===== config.mk =====
export PLATFORM = sky130hd
export DESIGN_NAME = elevator_scheduler
export DESIGN_NICKNAME = d
export VERILOG_FILES = /design/src/rtl/elevator_scheduler.sv
export SDC_FILE = /design/constraint.sdc
export NUM_CORES = 1
export LEC_CHECK = 0
export BUFFER_PORTS_ARGS = -buffer_cell sky130_fd_sc_hd__buf_2
export CELL_PAD_IN_SITES_DETAIL_PLACEMENT = 2
export CELL_PAD_IN_SITES_GLOBAL_PLACEMENT = 2
export CORE_UTILIZATION = 31
export CTS_BUF_LIST = sky130_fd_sc_hd__clkbuf_2
export DETAILED_ROUTE_END_ITERATION = 6
export HOLD_SLACK_MARGIN = 0.05
export PLACE_DENSITY_LB_ADDON = 0.1
export SLEW_MARGIN = 40
export SYNTH_ARGS = -nofsm -noshare
export SYNTH_HDL_FRONTEND = slang
export SYNTH_SLANG_ARGS = --single-unit

===== constraint.sdc =====
create_clock -name clk -period 3.73 [get_ports clk]
set_input_delay 0.746 -clock clk [delete_from_list [all_inputs] [get_ports clk]]
set_output_delay 0.746 -clock clk [all_outputs]
set_load 0.05 [all_outputs]

===== src/rtl/elevator_scheduler.sv =====
// Elevator request scheduler: latches floor calls, picks the next target
// floor and travel direction, and counts serviced requests.
module elevator_scheduler #(
    parameter int NUM_FLOORS = 7,
    parameter int CNT_W      = 8
) (
    input  logic             clk,
    input  logic             reset,
    input  logic [6:0]       call_req,
    input  logic [2:0]       current,
    input  logic             door_open,
    output logic [2:0]       sel,
    output logic             direction,
    output logic [6:0]       pending,
    output logic             idle,
    output logic [CNT_W-1:0] served_count
);

    localparam logic [6:0] FLOOR_MASK = 7'((1 << NUM_FLOORS) - 1);
    localparam logic [2:0] NO_TARGET  = 3'b111;

    typedef enum logic [1:0] {
        IDLE,
        UP,
        DOWN
    } state_t;

    state_t     state;
    state_t     state_nx;
    logic [2:0] sel_nx;
    logic       dir_nx;

    logic       valid;
    logic [6:0] cur_bit;
    logic [6:0] above_m;
    logic [6:0] below_m;
    logic       above;
    logic       here;
    logic       below;
    logic [2:0] up_t;
    logic [2:0] down_t;
    logic       serve;
    logic [6:0] clr;
    logic [6:0] pending_nx;

    // current==7 shifts the single bit out, so an invalid floor selects nothing
    assign valid   = (current != 3'd7);
    assign cur_bit = 7'd1 << current;

    always_comb begin
        above_m = '0;
        below_m = '0;
        for (int i = 0; i < 7; i++) begin
            above_m[i] = (3'(i) > current);
            below_m[i] = (3'(i) < current);
        end
    end

    assign above = |(pending & above_m);
    assign here  = |(pending & cur_bit);
    assign below = |(pending & below_m);

    // Nearest pending floor on each side of the car
    always_comb begin
        up_t   = NO_TARGET;
        down_t = NO_TARGET;
        for (int i = 6; i >= 0; i--) begin
            if (pending[i] && above_m[i]) begin
                up_t = 3'(i);
            end
        end
        for (int i = 0; i < 7; i++) begin
            if (pending[i] && below_m[i]) begin
                down_t = 3'(i);
            end
        end
    end

    assign clr        = door_open ? cur_bit : 7'd0;
    assign serve      = door_open && here;
    assign pending_nx = (pending | (call_req & FLOOR_MASK)) & ~clr;

    always_comb begin
        state_nx = state;
        sel_nx   = sel;
        dir_nx   = direction;
        if (valid) begin
            unique case (state)
                IDLE: begin
                    if (above) begin
                        state_nx = UP;
                    end else if (below) begin
                        state_nx = DOWN;
                    end else begin
                        state_nx = IDLE;
                    end
                end
                UP: begin
                    if (above || here) begin
                        state_nx = UP;
                    end else if (below) begin
                        state_nx = DOWN;
                    end else begin
                        state_nx = IDLE;
                    end
                end
                DOWN: begin
                    if (below || here) begin
                        state_nx = DOWN;
                    end else if (above) begin
                        state_nx = UP;
                    end else begin
                        state_nx = IDLE;
                    end
                end
                default: state_nx = IDLE;
            endcase

            // Target follows the state being entered, not the one being left
            if (here) begin
                sel_nx = current;
            end else begin
                unique case (state_nx)
                    UP:      sel_nx = up_t;
                    DOWN:    sel_nx = down_t;
                    default: sel_nx = NO_TARGET;
                endcase
            end

            unique case (state_nx)
                UP:      dir_nx = 1'b0;
                DOWN:    dir_nx = 1'b1;
                default: dir_nx = direction;
            endcase
        end
    end

    always_ff @(posedge clk) begin
        if (reset) begin
            state     <= IDLE;
            sel       <= NO_TARGET;
            direction <= 1'b0;
        end else begin
            state     <= state_nx;
            sel       <= sel_nx;
            direction <= dir_nx;
        end
    end

    always_ff @(posedge clk) begin
        if (reset) begin
            pending <= '0;
        end else begin
            pending <= pending_nx;
        end
    end

    always_ff @(posedge clk) begin
        if (reset) begin
            served_count <= '0;
        end else if (serve && (served_count != {CNT_W{1'b1}})) begin
            served_count <= served_count + 1'b1;
        end
    end

    assign idle = (state == IDLE);

endmodule


# == Yosys cells after proc, flatten, opt, wreduce, memory -nomap -nowiden ==
# Index checks and enable logic that the tools add are counted.
# classes
add_sub_neg,1
order_cmp,14
eq_ne,6
n_shift,1
n_mux,25
bitwise,6
n_reduce_logical,24
# ops
op,n
two-way mux 3 bit,14
AND 7 bit,4
OR reduction 7 bit,3
logical AND 1 bit,16
two-way mux 2 bit,5
greater-than comparator 3 bit (first input constant),3
< comparator 3 bit (first input constant),3
adder 8 x 1 -> 8 bit (second input constant),1
inequality test 8 bit (second input constant),1
two-way mux 7 bit,1
inverter 7 bit,1
OR 7 bit,1
left shift 1 x 3 -> 7 bit (first input constant),1
greater-than comparator 1 x 3 -> 1 bit (first input constant),2
greater-than comparator 2 x 3 -> 1 bit (first input constant),2
< comparator 1 x 3 -> 1 bit (first input constant),2
< comparator 2 x 3 -> 1 bit (first input constant),2
case mux 2 bit (3 select lines),1
case mux 3 bit (2 select lines),1
== test 2 x 1 -> 1 bit (second input constant),2
== test 2 bit (second input constant),2
inequality test 3 bit (second input constant),1
zero test 2 bit,1
logical OR 1 bit,2
other kinds (4),5
# word_totals
regBits,21
output_inout_bits,20
wordCells,82

# == Depth between registers and ports, before layout ==
# Gate-level depths: netlist (run 1).
# depth
ltp_word,11
depth_mapped,12
mapped_depth_nobuf,10

# == Least setup slack after synthesis (run 1) ==
# Ideal clock, no wire load.
# synth_path
path_kind,input-to-reg
startpoint,input current[1]
endpoint,register sel[1]
arrival_time_ns,3.161
required_time_ns,3.608
slack_ns,0.447
path_stages,9
path_buffers,1
path_cell_list,buf_6 > mux2_4 > mux4_2 > or3_1 > o311a_1 > ha_1 > nor2_1 > nand3_1 > a221o_1
# synth_between
elab_chain_len,11
# synth_rtl
element,line_no,source
"start, declared",10,"input logic [2:0] current,"
branches (longest 11 deep; another with greater-than comparator 1 x 3 -> 1 bit),-,
"end signal, assigned",145,sel <= sel_nx;
"end, declared",12,"output logic [2:0] sel,"
# Parallel ways; which one is timed is not known. The select of a mux whose other input is x is not followed.
# A chain may end at the register's enable or synchronous reset.

# == Worst setup path in the final report (run 1) ==
# layout_path
startpoint,input current[1]
endpoint,register sel[2]
# Same word-level chain as after synthesis.

==> implementation parameters, run 1 <==
Parameter                              Value

Yosys
  Number of synthesized register bits ... 21
  Cells taking the most area after synthesis ... sky130_fd_sc_hd__dfxtp_1 29%, sky130_fd_sc_hd__nor2_1 6.3%, sky130_fd_sc_hd__a21oi_1 3.5%
  Count of flip-flops with a built-in enable after synthesis ... 0
  Sequential element share of the synthesized area ... 0.2942
  Post-Syn Area per Cell ... between 7 and 8 sq um
  Synthesized instance count ... approximately 180
  Dominant synthesized flop cell ... sky130_fd_sc_hd__dfxtp_1
  Synthesized cell area ... between 1000 and 1500 sq um
  Count of warnings emitted by yosys ... 0
  Most used standard cells in the synthesized netlist ... 24 x sky130_fd_sc_hd__nor2_1, 21 x sky130_fd_sc_hd__dfxtp_1, 12 x sky130_fd_sc_hd__clkbuf_1, 11 x sky130_fd_sc_hd__nand2_1, 10 x sky130_fd_sc_hd__a21oi_1
  Post-synth top area cell ... sky130_fd_sc_hd__dfxtp_1
  Post-synthesis cell type count ... 48
  Net Count, Synth ... 200
  Most instantiated library cell after synthesis ... sky130_fd_sc_hd__nor2_1
  Share of async-settable or async-resettable flops after synthesis ... 0
  Proportion of netlist area held by the largest area contributor ... 0.2942

Clocking
  Clock slew at the register clock pins of the worst setup and hold paths ... ~220 ps
  Setup fix buffers added after clock tree synthesis ... 0
  Clock tree from TritonCTS ... built
  Inserted Clock Buffers ... 3
  CTS Hold Bufs ... 0
  Root buffer selected by CTS ... sky130_fd_sc_hd__clkbuf_2
  Maximum count of clock buffers along a single path ... 2
  Depth of the CTS H-tree ... 1
  Cells resized by post-CTS repair ... 0
  CTS Sinks ... 21
  Source-to-sink clock delay at the later pin of the worst-skew pair ... 350 ps

Die
  Die area ... about 4900 sq um
  Number of placement rows ... 24
  Width of the die ... about 70 um
  Starting density of the core ... 0.3259
  Die H ... roughly 70 um
  Number of placed I/O pins ... 33
  Placeable Area ... around 4400 sq um

Setup path
  Crit Path Max Fanout ... 4
  Highest cell delay on the worst timing path ... 470 ps
  WP depth ... 9
  FF-to-FF path depth ... 8
  Kind of launch point of the worst setup path ... input pin
  Terminus of the critical flop-to-flop path ... sel[2]$_SDFFE_PP1P_
  CP Buf/Inv Count ... 1
  Top cell family by delay on the critical path ... multiplexers
  Worst reg2reg path startpoint ... pending[2]$_SDFF_PP0_
  Worst setup path startpoint ... current[1]
  Highest-delay cell along the critical path ... sky130_fd_sc_hd__mux4_2
  CP Capture Type ... register
  Series of cell instances along the critical path ... buf_2, mux2_2, mux4_2, or3_1, o311a_1, ha_1, nor2_1, o211ai_1, a221o_1
  End point of the critical path ... sel[2]$_SDFFE_PP1P_
  Endpoint required time on the critical path ... between 4000 and 5000 ps
  Critical path class ... input pin to register
  Worst path arrival time ... roughly 3400 ps
  Reg2Reg Setup Slack ... 720 ps

Timing
  Final max-slew violation count ... 0
  Final Cycle Share ... 0.8315
  Final setup slack of the worst path ... between 600 and 700 ps
  Final Hold Vio Count ... 0
  Transition time of the tightest slew-check pin ... 497.7 ps
  RSZ-0062 raised after global routing ... false
  Timing-limited maximum frequency ... about 0.32 GHz
  Min Clock Period, post-route ... approximately 3100 ps
  Final setup violating endpoints ... 0
  Remaining max-slew budget at the tightest pin ... 0.6647
  Layout Skew ... between 10 and 15 ps
  Total negative slack for setup checks ... 0 ps

Detailed routing
  Count of vias placed by the detailed router ... 1518
  Detail-routed net length per standard cell ... between 15 and 20 um
  Count of TritonRoute iterations in the first routing pass ... 4
  Vias/cell ... between 5 and 6
  Initial detailed-routing violation count ... slightly above 50
  Number of nets with antenna violations after detailed routing ... 0
  WL final ... around 4.8 mm
  DR DRC count ... 0

Status
  Result of the run ... finished, final reports clean

Global route
  Aggregate global routing overflow ... 0
  Via count of the first global-routing pass ... approximately 1600
  Tot GR Track Use ... 0.2053
  Wire length of the first global-routing pass ... a little over 8 mm
  Maximum number of pins on one net before global-route repair ... 25
  Number of antenna violations at the first check in global routing ... 0

Cells and area
  N_diodes ... 0
  Area of the multi-input gates ... about 930 sq um
  Final #Nets ... approximately 230
  Register area ... 420.4 sq um
  Synthesis-to-finish area growth ... 15.85%
  Share of cells above drive strength 1 ... 0.2311
  Fill cells ... around 540

Min path
  Classification of the worst-slack hold path ... register to register

Power and ir drop
  Pwr/cell area ... 393.7 nW/um^2
  Maximum vdd ir drop ... 0.1568 mV
  Leak pwr ... between 0.6 and 0.7 nW

Placement
  Routability congestion estimate ... slightly above 0.8
  IO Port Bufs ... 32
  Total half-perimeter wirelength after legalization and detailed placement ... 3.742 mm
  Worst setup slack after placement ... around 240 ps

Job
  Count of maximum capacitance violations ... 0
-- sequential cells by signal (all words and copies together) (netlist names) --
| name | count |
|---|---|
| sel | 3 |
| pending | 7 |
| direction | 1 |
| state | 2 |
| served_count | 8 |
-- power by group --
group          switching [mW]  total, mW  leakage [nW]  internal (mW)
clock network          0.0768      0.101        0.0164         0.0243
registers              0.0282      0.274         0.173          0.246
logic                   0.182      0.277         0.508         0.0950
-- layer usage --
metal  wire, um  GRT usage
met1       2291     0.2675
met2       2367     0.3665
met3        108    0.01732
met4         44    0.04667
met5          0          0
-- final cells by class --
cell class | count | area share
clock buffers | 3 | 0.009070
clock inverters | 1 | 0.003023
inverters | 6 | 0.01361
multi-input cells | 144 | 0.5616
flip-flops and latches | 21 | 0.2540
well taps | 52 | 0.03930
repair buffers | 37 | 0.1194
-- how the worst min path moves through the flow --
| stage | start | end | cells after the start |
|---|---|---|---|
| 3_5_place_dp | direction$_SDFFE_PP0P_ | direction$_SDFFE_PP0P_ | 2 |
| 2_1_floorplan | state[1]$_SDFFE_PP0P_ | state[1]$_SDFFE_PP0P_ | 3 |
| 6_report | direction$_SDFFE_PP0P_ | direction$_SDFFE_PP0P_ | 2 |
| 3_3_place_gp | direction$_SDFFE_PP0P_ | direction$_SDFFE_PP0P_ | 2 |
| 4_1_cts | direction$_SDFFE_PP0P_ | direction$_SDFFE_PP0P_ | 2 |
| 5_1_grt | direction$_SDFFE_PP0P_ | direction$_SDFFE_PP0P_ | 2 |
-- worst register-to-register path, cell delays in order, from the launching register on --
cell,delay [ps]
sky130_fd_sc_hd__dfxtp_1,460
sky130_fd_sc_hd__mux2_4,320
sky130_fd_sc_hd__mux4_2,490
sky130_fd_sc_hd__or3_1,330
sky130_fd_sc_hd__o311a_1,340
sky130_fd_sc_hd__ha_1,350
sky130_fd_sc_hd__nor2_1,220
sky130_fd_sc_hd__o211ai_1,130
sky130_fd_sc_hd__a221o_1,310
-- stage by stage --
stage	total power, mW	cell area, sq um	utilization	std cells	hold slack (ps)
global placement	0.5427	1635	0.3730	260	488.8
detailed placement	0.5566	1635	0.3730	260	477.3
CTS	0.6591	1655	0.3776	264	504.7
floorplan	0.4773	1429	-	184	626.0
finish	0.6517	1655	0.3776	264	500.9
global route	0.6929	1655	0.3776	264	541.1
-- cell usage in the layout (no fill, tap or decap), drive strengths merged, types with 2 or more instances in the layout --
cell type / Yosys / layout
a211oi: 3 / 3
a21oi: 10 / 10
a221o: 2 / 2
a2bb2oi: 2 / 2
a311oi: 4 / 4
a31oi: 6 / 6
and2: 2 / 2
and3: 4 / 4
buf: 1 / 37
clkbuf: 12 / 3
clkinv: 1 / 2
dfxtp: 21 / 21
ha: 3 / 3
inv: 5 / 5
mux2: 3 / 3
mux2i: 2 / 2
nand2: 11 / 11
nand2b: 5 / 5
nand3: 9 / 9
nand3b: 2 / 2
nand4: 4 / 4
nor2: 24 / 24
nor2b: 8 / 8
o211ai: 3 / 3
o21ai: 8 / 8
o221ai: 2 / 2
o22ai: 3 / 3
or2: 2 / 2
or3: 2 / 2
xor2: 5 / 5
-- kinds of logic (layout without fill, tap and decap cells) --
logic type / after synthesis / after routing / share of synthesized area
AOI/OAI and AO/OA: 54 / 54 / 0.2688
and+or+nand+nor: 76 / 76 / 0.2688
muxes: 6 / 6 / 0.05604
DFF: 21 / 21 / 0.2942
xor gates and xnor gates: 5 / 5 / 0.03065
adders and majority gates: 3 / 3 / 0.02627
buffers and inverters: 19 / 47 / 0.05516
No activity file was read; power rests on OpenSTA's default activity.
==> run 2: changes to the inputs <==
--- a/config.mk
+++ b/config.mk
@@ -5,10 +5,11 @@
 export SDC_FILE = /design/constraint.sdc
 export NUM_CORES = 1
 export LEC_CHECK = 0
+export ABC_AREA = 1
 export BUFFER_PORTS_ARGS = -buffer_cell sky130_fd_sc_hd__buf_2
 export CELL_PAD_IN_SITES_DETAIL_PLACEMENT = 2
 export CELL_PAD_IN_SITES_GLOBAL_PLACEMENT = 2
-export CORE_UTILIZATION = 31
+export CORE_UTILIZATION = 27
 export CTS_BUF_LIST = sky130_fd_sc_hd__clkbuf_2
 export DETAILED_ROUTE_END_ITERATION = 6
 export HOLD_SLACK_MARGIN = 0.05
==> constraint.sdc (replaced) <==
create_clock -name clk -period 2.75 [get_ports clk]
set_input_delay 0.55 -clock clk [delete_from_list [all_inputs] [get_ports clk]]
set_output_delay 0.55 -clock clk [all_outputs]
set_load 0.05 [all_outputs]
==> implementation parameters, run 2 <==
Parameter                              Value

Clocking
  Source-to-sink clock delay at the later pin of the worst-skew pair ... 330 ps (-20 ps)
  Depth of the CTS H-tree ... 1 (unchanged)
  Maximum count of clock buffers along a single path ... 2 (unchanged)
  CTS Sinks ... 21 (unchanged)
  Root buffer selected by CTS ... sky130_fd_sc_hd__clkbuf_2
  Setup fix buffers added after clock tree synthesis ... 0 (unchanged)
  CTS Hold Bufs ... 0 (unchanged)
  Inserted Clock Buffers ... 3 (unchanged)
  Clock tree from TritonCTS ... built
  Clock slew at the register clock pins of the worst setup and hold paths ... 220 ps (about the same)
  Cells resized by post-CTS repair ... 0 (unchanged)

Global route
  Number of antenna violations at the first check in global routing ... 0 (unchanged)
  Via count of the first global-routing pass ... 1574 (-1.7%)
  Maximum number of pins on one net before global-route repair ... 17 (-32%)
  Tot GR Track Use ... 0.1754 (-0.02989)
  Wire length of the first global-routing pass ... 7.665 mm (-5.1%)
  Aggregate global routing overflow ... 0 (unchanged)

Timing
  Total negative slack for setup checks ... 0 ps (unchanged)
  Final Hold Vio Count ... 0 (unchanged)
  Min Clock Period, post-route ... around 2300 ps
  Layout Skew ... 10.45 ps (-3.418 ps)
  Hold slack ... 436.8 ps (-64.07 ps)
  Final setup violating endpoints ... 0 (unchanged)
  Transition time of the tightest slew-check pin ... 351.4 ps (-146.3 ps)
  RSZ-0062 raised after global routing ... false
  Timing-limited maximum frequency ... around 0.43 GHz
  Remaining max-slew budget at the tightest pin ... 0.7658 (+0.1011)
  Final Cycle Share ... 0.8527
  Final max-slew violation count ... 0 (unchanged)

Cells and area
  N_diodes ... 0 (unchanged)
  Synthesis-to-finish area growth ... 17.43%
  Regs by FF count ... served_count x8, pending x7, sel x3
  Final #Nets ... 271 (+18%)
  End-of-flow core utilization ... 0.3341 (-0.04351)
  Most common library cell in the layout ignoring fill and taps ... sky130_fd_sc_hd__nand2_1
  Fill cells ... 677 (+26%)
  Highest-count cells in the layout ignoring fill and taps ... 62 x sky130_fd_sc_hd__nand2_1, 32 x sky130_fd_sc_hd__buf_2, 26 x sky130_fd_sc_hd__inv_1
  Share of cells above drive strength 1 ... 0.2402 (+0.009025)
  Flip-flop count of the largest register after layout ... 8 (unchanged)
  Top register by number of flip-flops ... served_count
  Fin area ... 1728 sq um (+4.4%)

Setup path
  Cell seen most often among critical-path stages ... sky130_fd_sc_hd__nand2_1
  Endpoint required time on the critical path ... 3000 ps (-1010 ps)
  CP Capture Type ... register
  FF-to-FF path depth ... 13 (+5)
  Terminus of the critical flop-to-flop path ... sel[1]$_SDFFE_PP1P_
  Highest-delay cell along the critical path ... sky130_fd_sc_hd__ha_1
  CP Buf/Inv Count ... 1 (unchanged)
  Kind of launch point of the worst setup path ... input pin
  Crit Path Max Fanout ... 7 (+3)
  Top cell family by delay on the critical path ... simple AND/OR/NAND/NOR gates
  Series of cell instances along the critical path ... buf_2, nor2_2, nand2_1, a21oi_1, nand2_1, nor2_1, nand2_2, nand2_1, nand3_1, ha_1, nor2_1, nand3_1, o211ai_1, nand2_1
  Worst path arrival time ... 2600 ps (-780 ps)
  Critical path class ... input pin to register
  Reg2Reg Setup Slack ... 640 ps (-80 ps)
  Highest cell delay on the worst timing path ... 310 ps (-160 ps)
  Worst reg2reg path startpoint ... pending[3]$_SDFF_PP0_

Power and ir drop
  Pwr/cell area ... 485.3 nW/um^2 (+23%)
  Maximum vdd ir drop ... 0.2048 mV (+31%)
  Total power ... 0.8386 mW (+29%)
  Leak pwr ... 0.8850 nW (+27%)

Yosys
  Post-Syn Area per Cell ... 6.688 sq um (-14%)
  Most instantiated library cell after synthesis ... sky130_fd_sc_hd__nand2_1
  Post-synth top area cell ... sky130_fd_sc_hd__dfxtp_1
  Post-synthesis cell type count ... 29 (-40%)
  Cells taking the most area after synthesis ... sky130_fd_sc_hd__dfxtp_1 29%, sky130_fd_sc_hd__nand2_1 16%, sky130_fd_sc_hd__nand3_1 8.5%
  Number of synthesized register bits ... 21 (unchanged)
  Synthesized cell area ... 1471 sq um (+3.0%)
  Sequential element share of the synthesized area ... 0.2857 (-0.008506)
  Dominant synthesized flop cell ... sky130_fd_sc_hd__dfxtp_1
  Synthesized instance count ... 220 (+20%)
  Proportion of netlist area held by the largest area contributor ... 0.2857 (-0.008506)
  Net Count, Synth ... 236 (+18%)
  Most used standard cells in the synthesized netlist ... 62 x sky130_fd_sc_hd__nand2_1, 26 x sky130_fd_sc_hd__inv_1, 25 x sky130_fd_sc_hd__nand3_1, 21 x sky130_fd_sc_hd__dfxtp_1, 16 x sky130_fd_sc_hd__nor2_1
  Count of warnings emitted by yosys ... 0 (unchanged)
  Count of flip-flops with a built-in enable after synthesis ... 0 (unchanged)
  Share of async-settable or async-resettable flops after synthesis ... 0 (unchanged)

Placement
  Routability congestion estimate ... 0.7631 (-5.6%)
  Area after DPL ... 1708 sq um (+4.4%)
  IO Port Bufs ... 32 (unchanged)
  Total half-perimeter wirelength after legalization and detailed placement ... 3.735 mm (-0.18%)

Job
  Count of maximum capacitance violations ... 0 (unchanged)

Min path
  Worst hold endpoint ... pending[4]$_SDFF_PP0_
  Cell depth of the worst min-delay path ... 3 (+1)
  Critical hold path startpoint ... call_req[4]
  Classification of the worst-slack hold path ... input pin to register

Detailed routing
  Initial detailed-routing violation count ... 50 (-2.0%)
  Count of vias placed by the detailed router ... 1535 (+1.1%)
  Count of TritonRoute iterations in the first routing pass ... 4 (unchanged)
  Detail-routed net length per standard cell ... 14.02 um (-23%)
  Number of nets with antenna violations after detailed routing ... 0 (unchanged)
  DR DRC count ... 0 (unchanged)
  WL final ... 4.544 mm (-5.6%)
  Vias/cell ... 4.738 (-18%)

Die
  Die H ... 75.82 um (+8.5%)
  Starting density of the core ... 0.2845 (-0.04144)
  Die area ... 5749 sq um (+18%)
  Width of the die ... 75.82 um (+8.5%)
  Placeable Area ... 5172 sq um (+18%)
  Number of placed I/O pins ... 33 (unchanged)
  Number of placement rows ... 26 (+8.3%)

Status
  Result of the run ... finished, final reports clean
## run 2: cell types whose count changed in the layout (fill, tap and decap cells not counted), sizes merged, moves of 5 or more
cell / change
nor2b: -8
a21oi: +5
inv: +24
nand3: +22
a31oi: -6
nand2b: -5
nand2: +55
## run 2: layer usage
layer	global-route usage	up-vias	routed length (um)
met5	0	-	0
li1	-	793	-
met4	0.03086	0	17
met1	0.2546	722	2365
met3	0.02513	2	116
met2	0.2773	18	2044
## run 2: report_power, final
group          internal [mW]  total (mW)  switching [mW]
Clock                 0.0330       0.134           0.101
Sequential             0.331       0.359          0.0278
Combinational          0.102       0.345           0.244
Total                  0.466       0.839           0.373
## run 2: cell families (layout without fill, tap and decap cells)
family | count (synthesis) | in the layout | synth area share
XOR/XNOR | 6 | 6 | 0.03571
flip-flops | 21 | 21 | 0.2857
AO/OA/AOI/OAI | 27 | 27 | 0.1165
adder cells (fa/ha/maj) | 3 | 3 | 0.02551
AND/OR/NAND/NOR | 131 | 131 | 0.4481
buffers and inverters | 32 | 66 | 0.08844
## run 2: worst max path at each step
stage | start | to | slack (ps) | cells past startpoint
2_1_floorplan | current[1] | sel[1]$_SDFFE_PP1P_ | 470 | 14
4_1_cts | current[2] | sel[1]$_SDFFE_PP1P_ | 430 | 14
5_1_grt | current[1] | sel[1]$_SDFFE_PP1P_ | 210 | 14
3_5_place_dp | current[2] | sel[1]$_SDFFE_PP1P_ | 30 | 14
6_report | current[2] | sel[1]$_SDFFE_PP1P_ | 410 | 14
3_3_place_gp | current[2] | sel[1]$_SDFFE_PP1P_ | 90 | 14
## run 2: area by class of cell
cell class / instances / area, sq um / share of cell area
Tap cell: 70 / 87.58 / 0.05069
Inverter: 29 / 111.4 / 0.06445
Timing Repair Buffer: 33 / 167.7 / 0.09703
Clock buffer: 3 / 15.01 / 0.008689
Clock inverter: 1 / 5.005 / 0.002896
Sequential cell: 21 / 420.4 / 0.2433
Multi-Input combinational cell: 167 / 920.9 / 0.5329
## run 2: through the flow
step	cells	worst slack (ps)
after CTS	324	425.1
after global placement	320	91.74
after detailed placement	320	25.89
after global routing	324	213.2
after floorplan	220	465.9
final	324	405.1
## run 2: worst register-to-register path, cell delays in order, from the launching register on
cell	delay [ps]
sky130_fd_sc_hd__dfxtp_1	420
sky130_fd_sc_hd__inv_1	100
sky130_fd_sc_hd__nor2_2	60
sky130_fd_sc_hd__nor2_4	120
sky130_fd_sc_hd__nand2_2	70
sky130_fd_sc_hd__nor2_4	200
sky130_fd_sc_hd__nand2_2	90
sky130_fd_sc_hd__nand2_1	90
sky130_fd_sc_hd__nand3_1	110
sky130_fd_sc_hd__ha_1	310
sky130_fd_sc_hd__nor2_1	190
sky130_fd_sc_hd__nand3_1	100
sky130_fd_sc_hd__o211ai_1	110
sky130_fd_sc_hd__nand2_1	70
==> run 3: changes to the inputs <==
--- a/config.mk
+++ b/config.mk
@@ -9,7 +9,7 @@
 export BUFFER_PORTS_ARGS = -buffer_cell sky130_fd_sc_hd__buf_2
 export CELL_PAD_IN_SITES_DETAIL_PLACEMENT = 2
 export CELL_PAD_IN_SITES_GLOBAL_PLACEMENT = 2
-export CORE_UTILIZATION = 27
+export CORE_UTILIZATION = 25
 export CTS_BUF_LIST = sky130_fd_sc_hd__clkbuf_2
 export DETAILED_ROUTE_END_ITERATION = 6
 export HOLD_SLACK_MARGIN = 0.05
==> implementation parameters, run 3 (synthesis gave the netlist of run 2 again) <==
Parameter                              Value

Placement
  Area after DPL ... 1718 sq um (+0.59%)
  DP Cell Count ... 323 (+0.94%)
  Total half-perimeter wirelength after legalization and detailed placement ... 3.889 mm (+4.1%)
  Routability congestion estimate ... 0.7211 (-5.5%)
  IO Port Bufs ... 32 (unchanged)

Cells and area
  Share of cells above drive strength 1 ... 0.2431 (+0.002980)
  Synthesis-to-finish area growth ... 18.11%
  Most common library cell in the layout ignoring fill and taps ... sky130_fd_sc_hd__nand2_1
  Highest-count cells in the layout ignoring fill and taps ... 62 x sky130_fd_sc_hd__nand2_1, 32 x sky130_fd_sc_hd__buf_2, 26 x sky130_fd_sc_hd__inv_1
  Area of the multi-input gates ... 920.9 sq um (unchanged)
  Regs by FF count ... served_count x8, pending x7, sel x3
  Flip-flop count of the largest register after layout ... 8 (unchanged)
  Fill cells ... 721 (+6.5%)
  Final #Nets ... 272 (+0.37%)
  End-of-flow core utilization ... 0.3118 (-0.02227)
  Top register by number of flip-flops ... served_count
  Register area ... 420.4 sq um (unchanged)
  Fin area ... 1738 sq um (+0.58%)
  Number of non-filler instances in the completed layout ... 327 (+0.93%)
  N_diodes ... 0 (unchanged)

Detailed routing
  Count of vias placed by the detailed router ... 1570 (+2.3%)
  Count of TritonRoute iterations in the first routing pass ... 4 (unchanged)
  Detail-routed net length per standard cell ... 14.39 um (+2.6%)
  Number of nets with antenna violations after detailed routing ... 0 (unchanged)
  WL final ... 4.704 mm (+3.5%)
  Vias/cell ... 4.801 (+1.3%)
  DR DRC count ... 0 (unchanged)
  Initial detailed-routing violation count ... 31 (-38%)

Global route
  Aggregate global routing overflow ... 0 (unchanged)
  Tot GR Track Use ... 0.1674 (-0.008016)
  Via count of the first global-routing pass ... 1708 (+8.5%)
  Number of antenna violations at the first check in global routing ... 0 (unchanged)
  Wire length of the first global-routing pass ... 8.217 mm (+7.2%)
  Maximum number of pins on one net before global-route repair ... 17 (unchanged)

Clocking
  Depth of the CTS H-tree ... 1 (unchanged)
  Clock tree from TritonCTS ... built
  Maximum count of clock buffers along a single path ... 2 (unchanged)
  Cells resized by post-CTS repair ... 0 (unchanged)
  CTS Sinks ... 21 (unchanged)
  Source-to-sink clock delay at the later pin of the worst-skew pair ... 320 ps (about the same)
  Inserted Clock Buffers ... 3 (unchanged)
  Root buffer selected by CTS ... sky130_fd_sc_hd__clkbuf_2
  Setup fix buffers added after clock tree synthesis ... 0 (unchanged)
  Clock slew at the register clock pins of the worst setup and hold paths ... 210 ps (about the same)
  CTS Hold Bufs ... 0 (unchanged)

Setup path
  Critical path class ... input pin to register
  CP Capture Type ... register
  Worst path arrival time ... 2560 ps (-40 ps)
  Endpoint required time on the critical path ... 3000 ps (about the same)
  Crit Path Max Fanout ... 7 (unchanged)
  Kind of launch point of the worst setup path ... input pin
  FF-to-FF path depth ... 13 (unchanged)

Power and ir drop
  Leak pwr ... 0.8897 nW (+0.53%)
  Maximum vdd ir drop ... 0.2011 mV (-1.8%)
  Pwr/cell area ... 486.3 nW/um^2 (+0.20%)

Timing
  Final setup violating endpoints ... 0 (unchanged)
  Final max-slew violation count ... 0 (unchanged)
  Final Hold Vio Count ... 0 (unchanged)
  Transition time of the tightest slew-check pin ... 354.1 ps (+2.710 ps)
  Layout Skew ... 2.072 ps (-8.377 ps)
  Min Clock Period, post-route ... 2311 ps (-34.18 ps)
  Final Cycle Share ... 0.8403 (-0.01243)
  Total negative slack for setup checks ... 0 ps (unchanged)
  RSZ-0062 raised after global routing ... false
  Timing-limited maximum frequency ... 0.4328 GHz (+1.5%)
  Remaining max-slew budget at the tightest pin ... 0.7639 (-0.001807)

Die
  Die H ... 78.72 um (+3.8%)
  Number of placement rows ... 27 (+3.8%)
  Number of placed I/O pins ... 33 (unchanged)
  Starting density of the core ... 0.2640 (-0.02050)
  Die area ... 6196 sq um (+7.8%)
  Width of the die ... 78.72 um (+3.8%)
  Placeable Area ... 5574 sq um (+7.8%)

Min path
  Classification of the worst-slack hold path ... input pin to register
  Cell depth of the worst min-delay path ... 3 (unchanged)

Job
  Count of maximum capacitance violations ... 0 (unchanged)

Status
  Result of the run ... finished, final reports clean
[run 3: path summary, 6_finish.rpt]
path | from | end | slack, ps
worst max-delay path | current[2] | sel[1]$_SDFFE_PP1P_ | 440
worst min-delay path | call_req[6] | pending[6]$_SDFF_PP0_ | 430
worst max register to register | pending[3]$_SDFF_PP0_ | sel[1]$_SDFFE_PP1P_ | 630
worst min register to register | sel[1]$_SDFFE_PP1P_ | sel[1]$_SDFFE_PP1P_ | 510
[run 3: stage by stage]
step | hold slack, ps | setup WS, ps | total power [mW]
global route | 411.7 | 215.2 | 0.9116
floorplan | 505.6 | 465.9 | 0.6206
CTS | 403.7 | 407.8 | 0.8652
finish | 426.3 | 439.3 | 0.8452
global placement | 464.7 | 79.51 | 0.7181
detailed placement | 477.4 | 16.32 | 0.7228
[run 3: layout make-up]
type / instances / share of cell area
Multi-Input combinational cell: 167 / 0.5299
Clock buffer: 4 / 0.01152
Sequential cell: 21 / 0.2419
Timing Repair Buffer: 34 / 0.1008
Inverter: 29 / 0.06407
Tap cell: 72 / 0.05184
[run 3: routing by layer]
metal	wire, um	GRT usage
met2	2256	0.2852
met1	2316	0.2227
met5	0	0
met3	112	0.02759
met4	19	0.02963
[run 3: worst max-delay path, cell delays in order]
cell                       delay (ps)
sky130_fd_sc_hd__buf_2            150
sky130_fd_sc_hd__nor2_2           270
sky130_fd_sc_hd__nand2_1          150
sky130_fd_sc_hd__a21oi_1          190
sky130_fd_sc_hd__nand2_1           70
sky130_fd_sc_hd__nor2_1           120
sky130_fd_sc_hd__nand2_2           80
sky130_fd_sc_hd__nand2_1           90
sky130_fd_sc_hd__nand3_1          100
sky130_fd_sc_hd__ha_1             310
sky130_fd_sc_hd__nor2_1           190
sky130_fd_sc_hd__nand3_1          100
sky130_fd_sc_hd__o211ai_1         110
sky130_fd_sc_hd__nand2_1           70
[run 3: report_power, final]
part           leakage [nW]  switching, mW  total [mW]  internal (mW)
logic                 0.700          0.245       0.348          0.103
registers             0.173         0.0289       0.360          0.331
clock network        0.0166         0.0989       0.137         0.0385
total                 0.890          0.373       0.845          0.472
